==> src/rtl/tff_toggle_gen.sv <==
// Pushbutton front end for a T flip-flop: synchronises and debounces btn_in,
// then issues single-cycle toggle pulses on t (one per press, optional auto-repeat).
`timescale 1ns/1ps

module tff_toggle_gen #(
    parameter int SYNC_STAGES     = 2,
    parameter int DEBOUNCE_CYCLES = 4,
    parameter int REPEAT_CYCLES   = 8,
    parameter int CNT_W           = 8
) (
    input  logic             clk,
    input  logic             reset,
    input  logic             btn_in,
    input  logic             rpt_en,
    output logic             t,
    output logic             en,
    output logic             busy,
    output logic [CNT_W-1:0] pulse_cnt,
    output logic [1:0]       state_o
);

    localparam int DCNT_W = (DEBOUNCE_CYCLES > 1) ? $clog2(DEBOUNCE_CYCLES) : 1;
    localparam int RCNT_W = (REPEAT_CYCLES > 1) ? $clog2(REPEAT_CYCLES) : 1;
    localparam logic [DCNT_W-1:0] DCNT_LAST = DCNT_W'(DEBOUNCE_CYCLES - 1);
    localparam logic [RCNT_W-1:0] RCNT_LAST = RCNT_W'(REPEAT_CYCLES - 1);

    typedef enum logic [1:0] {
        IDLE      = 2'd0,
        DEB_PRESS = 2'd1,
        HELD      = 2'd2,
        DEB_REL   = 2'd3
    } state_t;

    logic [SYNC_STAGES-1:0] sync_q;
    logic                   s;
    state_t                 state_q, state_d;
    logic [DCNT_W-1:0]      dcnt_q, dcnt_d;
    logic [RCNT_W-1:0]      rcnt_q, rcnt_d;
    logic                   t_q, t_d;
    logic [CNT_W-1:0]       cnt_q;
    logic                   en_q;

    // The FSM only ever looks at the last synchroniser stage, never the raw pin.
    assign s = sync_q[SYNC_STAGES-1];

    always_ff @(posedge clk or posedge reset) begin
        if (reset) begin
            sync_q  <= '0;
            state_q <= IDLE;
            dcnt_q  <= '0;
            rcnt_q  <= '0;
            t_q     <= 1'b0;
            cnt_q   <= '0;
            en_q    <= 1'b0;
        end else begin
            // NOTE: non-blocking assignments here so every register samples the
            // pre-edge values, regardless of statement order.
            sync_q  <= {sync_q[SYNC_STAGES-2:0], btn_in};
            state_q <= state_d;
            dcnt_q  <= dcnt_d;
            rcnt_q  <= rcnt_d;
            t_q     <= t_d;
            en_q    <= 1'b1;
            if (t_d) begin
                cnt_q <= cnt_q + 1'b1;
            end
        end
    end

    always_comb begin
        // NOTE: every output of this block gets a default first, so no path
        // leaves a signal unassigned and no latch is inferred.
        state_d = state_q;
        dcnt_d  = dcnt_q;
        rcnt_d  = rcnt_q;
        t_d     = 1'b0;

        case (state_q)
            IDLE: begin
                if (s) begin
                    state_d = DEB_PRESS;
                    dcnt_d  = '0;
                end
            end
            DEB_PRESS: begin
                if (!s) begin
                    state_d = IDLE;
                end else if (dcnt_q == DCNT_LAST) begin
                    state_d = HELD;
                    t_d     = 1'b1;
                    rcnt_d  = '0;
                end else begin
                    dcnt_d = dcnt_q + 1'b1;
                end
            end
            HELD: begin
                // A release outranks a repeat that expires on the same edge.
                if (!s) begin
                    state_d = DEB_REL;
                    dcnt_d  = '0;
                    rcnt_d  = '0;
                end else if (rpt_en) begin
                    if (rcnt_q == RCNT_LAST) begin
                        t_d    = 1'b1;
                        rcnt_d = '0;
                    end else begin
                        rcnt_d = rcnt_q + 1'b1;
                    end
                end else begin
                    rcnt_d = '0;
                end
            end
            DEB_REL: begin
                if (s) begin
                    state_d = HELD;
                    rcnt_d  = '0;
                end else if (dcnt_q == DCNT_LAST) begin
                    state_d = IDLE;
                end else begin
                    dcnt_d = dcnt_q + 1'b1;
                end
            end
            default: state_d = IDLE;
        endcase
    end

    assign t         = t_q;
    assign en        = en_q;
    assign busy      = (state_q != IDLE);
    assign pulse_cnt = cnt_q;
    assign state_o   = state_q;

endmodule
==> config.mk <==
export PLATFORM = sky130hd
export DESIGN_NAME = tff_toggle_gen
export DESIGN_NICKNAME = d
export VERILOG_FILES = /design/src/rtl/tff_toggle_gen.sv
export SDC_FILE = /design/constraint.sdc
export NUM_CORES = 1
export LEC_CHECK = 0
export BUFFER_PORTS_ARGS = -buffer_cell sky130_fd_sc_hd__buf_4
export CORE_MARGIN = 1.5
export CORE_UTILIZATION = 50
export DETAILED_ROUTE_END_ITERATION = 6
export MAX_ROUTING_LAYER = met4
export PLACE_DENSITY = 0.68
export SLEW_MARGIN = 20
export SYNTH_ARGS = -nofsm -noshare
export SYNTH_HDL_FRONTEND = slang
export SYNTH_SLANG_ARGS = --single-unit
export TNS_END_PERCENT = 50
==> constraint.sdc <==
create_clock -name clk -period 5.3 [get_ports clk]
set_input_delay 1.06 -clock clk [delete_from_list [all_inputs] [get_ports clk]]
set_output_delay 1.06 -clock clk [all_outputs]
set_load 0.02 [all_outputs]
; Word-level counts from Yosys, hierarchy flattened
; Index checks and enable logic that the tools add are counted.
[totals]
reg_bits = 19
out_inout_bits = 13
wordCells = 55
[op_classes]
add_sub_neg = 3
eq_ne = 13
muxes = 26
reduce_logical = 6
[op_table]
columns = cell, count
row1 = $mux 2, 11
row2 = $mux 3, 6
row3 = $pmux 2 s4, 2
row4 = $ne 2x2->1 const B, 6
row5 = $reduce_and 4->1, 3
row6 = $pmux 3 s3, 1
row7 = $add 8x1->8 const B, 1
row8 = $eq 2x2->1 const B, 3
row9 = $ne 3x3->1 const B, 2
row10 = $mux 1, 5
row11 = $add 3x1->3 const B, 1
row12 = $eq 3x3->1 const B, 1
row13 = $reduce_bool 3->1, 1
row14 = $add 2x1->2 const B, 1
row15 = $eq 2x1->1 const B, 1
row16 = $logic_not 2->1, 1
row17 = $pmux 1 s2, 1
row18 = $reduce_bool 2->1, 1

; Depth between registers and ports, before layout
; Gate-level depths: netlist (run 1).
[logic_depth]
depth_word = 5
ltp_mapped = 6
ltp_nobuf = 5

; Worst setup path before layout (run 1)
; Ideal clock, no wire load.
[synth_timing]
path_kind = register to output
start = register state_q[0] (netlist: state_o[0])
end = output busy
arrival_time_ns = 1.049
setup_slack_ns = 3.191
stages_incl_launch_ff = 4
path_cell_list = dfrtp_1 > inv_1 > ha_1 > inv_1
[synth_via]
elab_chain_cells = 1
[synth_rtl]
columns = element, line
row1 = from (decl), 36  ; state_t state_q, state_d;
row2 = from (signal assigned), 59  ; state_q <= state_d;
row3 = $reduce_bool 2->1, 129  ; assign busy = (state_q != IDLE);
row4 = to (decl), 17  ; output logic busy,
; Every way passes these cells.

; Final worst setup path (run 1)
; Same ends and word-level chain as after synthesis.

==> results of run 1 <==
-- path summary, 6_finish.rpt --
check | from | endpoint | cells past startpoint
setup / recovery | state_o[0] | busy | 4
hold / removal | sync_q[0] | sync_q[1] | 0
setup reg to reg | state_o[0] | rcnt_q[0] | 5
hold reg to reg | sync_q[0] | sync_q[1] | 0
max in group asynchronous | reset | pulse_cnt[5] | 2
min in group asynchronous | reset | rcnt_q[0] | 2
-- per-stage QoR --
stage | power, µW | utilization | worst slack, ns
after global placement | 495 | 0.609 | 3.27
final | 566 | 0.623 | 2.91
after detailed placement | 499 | 0.609 | 3.24
after floorplan | 424 | - | 3.19
after global routing | 614 | 0.623 | 2.77
after CTS | 572 | 0.623 | 2.91
-- cells by family (layout without fill, tap and decap cells) --
group	after synthesis	in the layout	synth area share
other	1	1	0.00347
AO/OA/AOI/OAI	13	13	0.126
AND/OR/NAND/NOR	24	24	0.154
flip-flops	19	19	0.440
buffers and inverters	11	29	0.0451
XOR/XNOR	7	7	0.0567
adder cells (fa/ha/maj)	10	10	0.116
multiplexers	6	6	0.0590
-- critical path, cell delays in order, from the launching register on --
cell     delay [ns]
dfrtp_1        0.46
inv_1          0.14
ha_1           0.22
inv_1          0.05
buf_4          0.15
-- layer usage --
metal  vias up  GRT usage  routed length (µm)
li1        357          -                   -
met2        11      0.284                 859
met5         -          -                   0
met4         0     0.0694                  35
met1       363      0.225                 819
met3         5     0.0364                  49
-- power groups by stage --
stage                     logic [µW]  registers (µW)  clock network [µW]
final                            283             212                71.8
after CTS                        286             212                74.8
after global routing             315             217                80.9
after floorplan                  193             231                   0
after global placement           282             213                   0
after detailed placement         285             214                   0
-- flip-flops by register name, indices dropped and copies added (netlist names), named ones only --
name and flops:
dcnt_q 2, sync_q 2, t 1, rcnt_q 3, en 1, state_o 1, pulse_cnt 8
-- area by class of cell --
class | instances | area [µm²] | area share
Clock buffer | 4 | 26.3 | 0.0211
Timing Repair Buffer | 16 | 120 | 0.0964
Inverter | 9 | 33.8 | 0.0271
Tap cell | 27 | 33.8 | 0.0271
Sequential cell | 19 | 475 | 0.382
Multi-Input combinational cell | 61 | 557 | 0.447
-- placed cells by master, fill, tap and decap left out, types with 4 or more instances in the layout --
| master | count |
|---|---|
| xor2_1 | 5 |
| ha_1 | 10 |
| a211oi_1 | 4 |
| inv_1 | 9 |
| dfrtp_1 | 19 |
| buf_4 | 16 |
==> metrics.txt, run 1 <==
cell count after synthesis 91; FMAX 0.419 GHz; # hold bufs at CTS 0; Max-cap violations 0; CTS tree done; Synth top cells by count dfrtp_1, ha_1, inv_1; Worst setup EP type primary output; DP Area 1220 µm²; Synthesis Warnings 0; power density cells 454 nW/µm²; core area 2000 µm²; layout cells sized above 1 0.275; Die Ht 49.5 µm; CTS Buf Count 3; synthesized area per cell 11.9 µm²; Hold Path Class reg2reg; Post-synth EDFFs 0; Area Growth Syn to Fin 15.3%; top post-synthesis cells by area dfrtp_1, ha_1, a2111oi_4; Top FF cell, synth dfrtp_1; Hold Slack 0.370 ns; Slew @ Worst Pin 0.705 ns; Final TNS setup 0 ns; Final period util 0.450; via/cell ratio 5.41; max-slew violations 0; die area 2450 µm²; Synth async-reset ratio 1.00; H-tree depth 1; drt wl/cell 13.0 µm; initial DRC count 16; critical path launch point type flop; critical path type reg2out; cts repair resizes 0; register area share after synthesis 0.440; Pre-antenna DRT Iters 4; Post-Layout Inst Area 1250 µm²; cell with the most instances after synthesis dfrtp_1; fillers 177; status completed; P_sw 236 µW; clock share of power 0.127; Distinct cells, synth 30; vias in the first global route 737; worst rel slew slack 0.530; worst path required time 4.24 ns; fin cells 136; row cnt 16; Sw Ratio 0.416; largest net degree at the start of global routing 20; all-layer global routing usage 0.178; Final Skew 0.00169 ns; placed insts 132; sequential share of power 0.374; flops & latches, synth 19; Syn Nets 105; nets@finish 124; Yosys top cell area share 0.440; critical path arrival 1.33 ns; Worst-path clk slew 0.10 ns; gpl congestion 0.775; Buffers on Ports 16; Longest Clk Path Bufs 2; clock sink count 19; IR drop worst, VDD 0.304 mV; post-route minimum period 2.39 ns; Netlist Area Pre-Place 1080 µm²; Max FO, Critical Path 7; Final setup viols 0; Pleak 0.000534 µW; routed vias 736; GR Overflow Total 0; worst-skew pair later-pin latency 0.29 ns; dpl hpwl 1360 µm; Starting Density 0.540; area leader, netlist dfrtp_1; DRC 0; number of nets with antenna violations after routing 0; antenna cell count 0; IO Count 17; combinational share of power 0.499; final wirelength 1760 µm; # Post-CTS Setup Buffers 0; R2R setup slack 3.37 ns; first-pass GRT wire length 3220 µm; initial antenna violation count 0; Hold Fails Final Rpt 0; RSZ-0062 raised after global routing no; chip width 49.5 µm; CTS Root Cell clkbuf_4; Internal Power 331 µW
Note: power is estimated with default switching activity, not from simulation.
==> run 2, diff against run 1 <==
--- a/config.mk
+++ b/config.mk
@@ -7,10 +7,10 @@
 export LEC_CHECK = 0
 export BUFFER_PORTS_ARGS = -buffer_cell sky130_fd_sc_hd__buf_4
 export CORE_MARGIN = 1.5
-export CORE_UTILIZATION = 50
+export CORE_UTILIZATION = 49
 export DETAILED_ROUTE_END_ITERATION = 6
 export MAX_ROUTING_LAYER = met4
-export PLACE_DENSITY = 0.68
+export PLACE_DENSITY = 0.69
 export SLEW_MARGIN = 20
 export SYNTH_ARGS = -nofsm -noshare
 export SYNTH_HDL_FRONTEND = slang
==> constraint.sdc (replaced) <==
create_clock -name clk -period 2 [get_ports clk]
set_input_delay 0.4 -clock clk [delete_from_list [all_inputs] [get_ports clk]]
set_output_delay 0.4 -clock clk [all_outputs]
set_load 0.02 [all_outputs]
==> metrics.txt, run 2 (synthesized netlist as in run 1, its figures left out) <==
clock share of power 0.127 (about the same); gpl congestion 0.789 (+1.8%); Worst-path clk slew 0.11 ns (about the same); all-layer global routing usage 0.163 (-0.0153); Internal Power 906 µW (+170%); routed vias 710 (-3.5%); vias in the first global route 680 (-7.7%); die area 2500 µm² (+1.9%); P_sw 647 µW (+170%); Slew @ Worst Pin 0.715 ns (+0.0104 ns); H-tree depth 1 (unchanged); Final period util 0.889; RSZ-0062 raised after global routing no; worst-skew pair later-pin latency 0.30 ns (about the same); row cnt 16 (unchanged); reg2reg path depth 5 (unchanged); sequential share of power 0.353 (-0.021); combinational share of power 0.521 (+0.022); initial antenna violation count 0 (unchanged); Starting Density 0.535 (-0.00535); worst setup margin 0.222 ns (-2.69 ns); DRC 0 (unchanged); Worst setup EP type flop; largest net degree at the start of global routing 20 (unchanged); commonest non-fill, non-tap cell in the layout dfrtp_1; layout cells sized above 1 0.297 (+0.0221); Buffers on Ports 16 (unchanged); max-slew violations 0 (unchanged); nets@finish 126 (+1.6%); chip width 50.0 µm (+0.95%); first-pass GRT wire length 2970 µm (-7.9%); critical path type reg2reg; antenna cell count 0 (unchanged); cts repair resizes 0 (unchanged); worst path required time 2.20 ns (-2.04 ns); number of flip-flops in the largest register 8 (unchanged); Pleak 0.000546 µW (+2.3%); power density cells 1230 nW/µm² (+170%); Final TNS setup 0 ns (unchanged); critical path launch point type flop; status completed; post-route minimum period 1.78 ns; Final Skew 0.00557 ns (+0.00388 ns); IR drop worst, VDD 0.648 mV (+110%); CTS Root Cell clkbuf_4; Longest Clk Path Bufs 2 (unchanged); Max FO, Critical Path 9 (+2); final wirelength 1800 µm (+2.0%); Pre-antenna DRT Iters 2 (-2); number of nets with antenna violations after routing 0 (unchanged); CTS tree done; drt wl/cell 13.0 µm (+0.51%); critical path arrival 1.98 ns (+0.65 ns); Area Growth Syn to Fin 16.8%; IO Count 17 (unchanged); worst rel slew slack 0.523 (-0.00696); Final setup viols 0 (unchanged); dpl hpwl 1410 µm (+3.8%); Hold Path Class in2async; Hold Fails Final Rpt 0 (unchanged); core area 2020 µm² (+1.0%); placed insts 134 (+1.5%); # hold bufs at CTS 0 (unchanged); Max-cap violations 0 (unchanged); dpl ws 0.225 ns (-3.02 ns); GR Overflow Total 0 (unchanged); Final Util 0.624 (+0.00188); commonest non-fill, non-tap cells in the layout dfrtp_1, buf_4, ha_1, inv_1, xor2_1; Die Ht 50.0 µm (+0.95%); fin cells 138 (+1.5%); clock sink count 19 (unchanged); CTS Buf Count 3 (unchanged); # Post-CTS Setup Buffers 0 (unchanged); Sw Ratio 0.416 (about the same); initial DRC count 4 (-12); FMAX 0.562 GHz; Hold Slack 0.201 ns (-0.169 ns); via/cell ratio 5.14 (-4.9%)
[run 2: cell count changes in the layout (fill, tap and decap cells not counted), sizes merged]
cell,before,now
buf,16,18
clkbuf,4,3
clkinv,0,1
[run 2: per-stage QoR]
step	total power, µW	cell area, µm²
floorplan	1120	1080
global placement	1350	1230
detailed placement	1370	1230
CTS	1570	1260
global route	1660	1260
finish	1550	1260
[run 2: path summary, 6_finish.rpt]
path	startpoint	to	slack, ns
worst min register to register	sync_q[0]	sync_q[1]	0.36
worst min-delay path	reset	en	0.20
min in group clk	btn_in	sync_q[0]	0.20
worst max-delay path	state_o[0]	pulse_cnt[1]	0.22
max in group asynchronous	reset	state_o[0]	1.34
worst max register to register	state_o[0]	pulse_cnt[1]	0.22
[run 2: routing by layer]
metal	GRT usage	wire, µm	share of wire	up-vias
li1	-	-	-	357
met1	0.204	875	0.49	336
met2	0.260	832	0.46	13
met3	0.0455	67	0.037	4
met4	0.0417	22	0.012	0
met5	-	0	0	-
[run 2: power by group through the flow]
stage,combinational [µW],sequential [µW],clock (µW)
2_1_floorplan,512,611,0
3_3_place_gp,797,552,0
3_5_place_dp,812,556,0
4_1_cts,815,549,202
5_1_grt,888,557,219
6_report,808,548,197
[run 2: cell type report]
cell class | instances | area (µm²)
Sequential cell | 19 | 475
Timing Repair Buffer | 18 | 135
Clock buffer | 3 | 22.5
Clock inverter | 1 | 5.00
Multi-Input combinational cell | 61 | 557
Inverter | 9 | 33.8
Fill cell | 159 | 759
Tap cell | 27 | 33.8
[run 2: worst max-delay path, stage by stage, from the launching register on]
cell and delay, ns:
dfrtp_1 0.39, inv_1 0.11, ha_1 0.38, nand3_4 0.20, a21oi_2 0.24, mux2_2 0.35
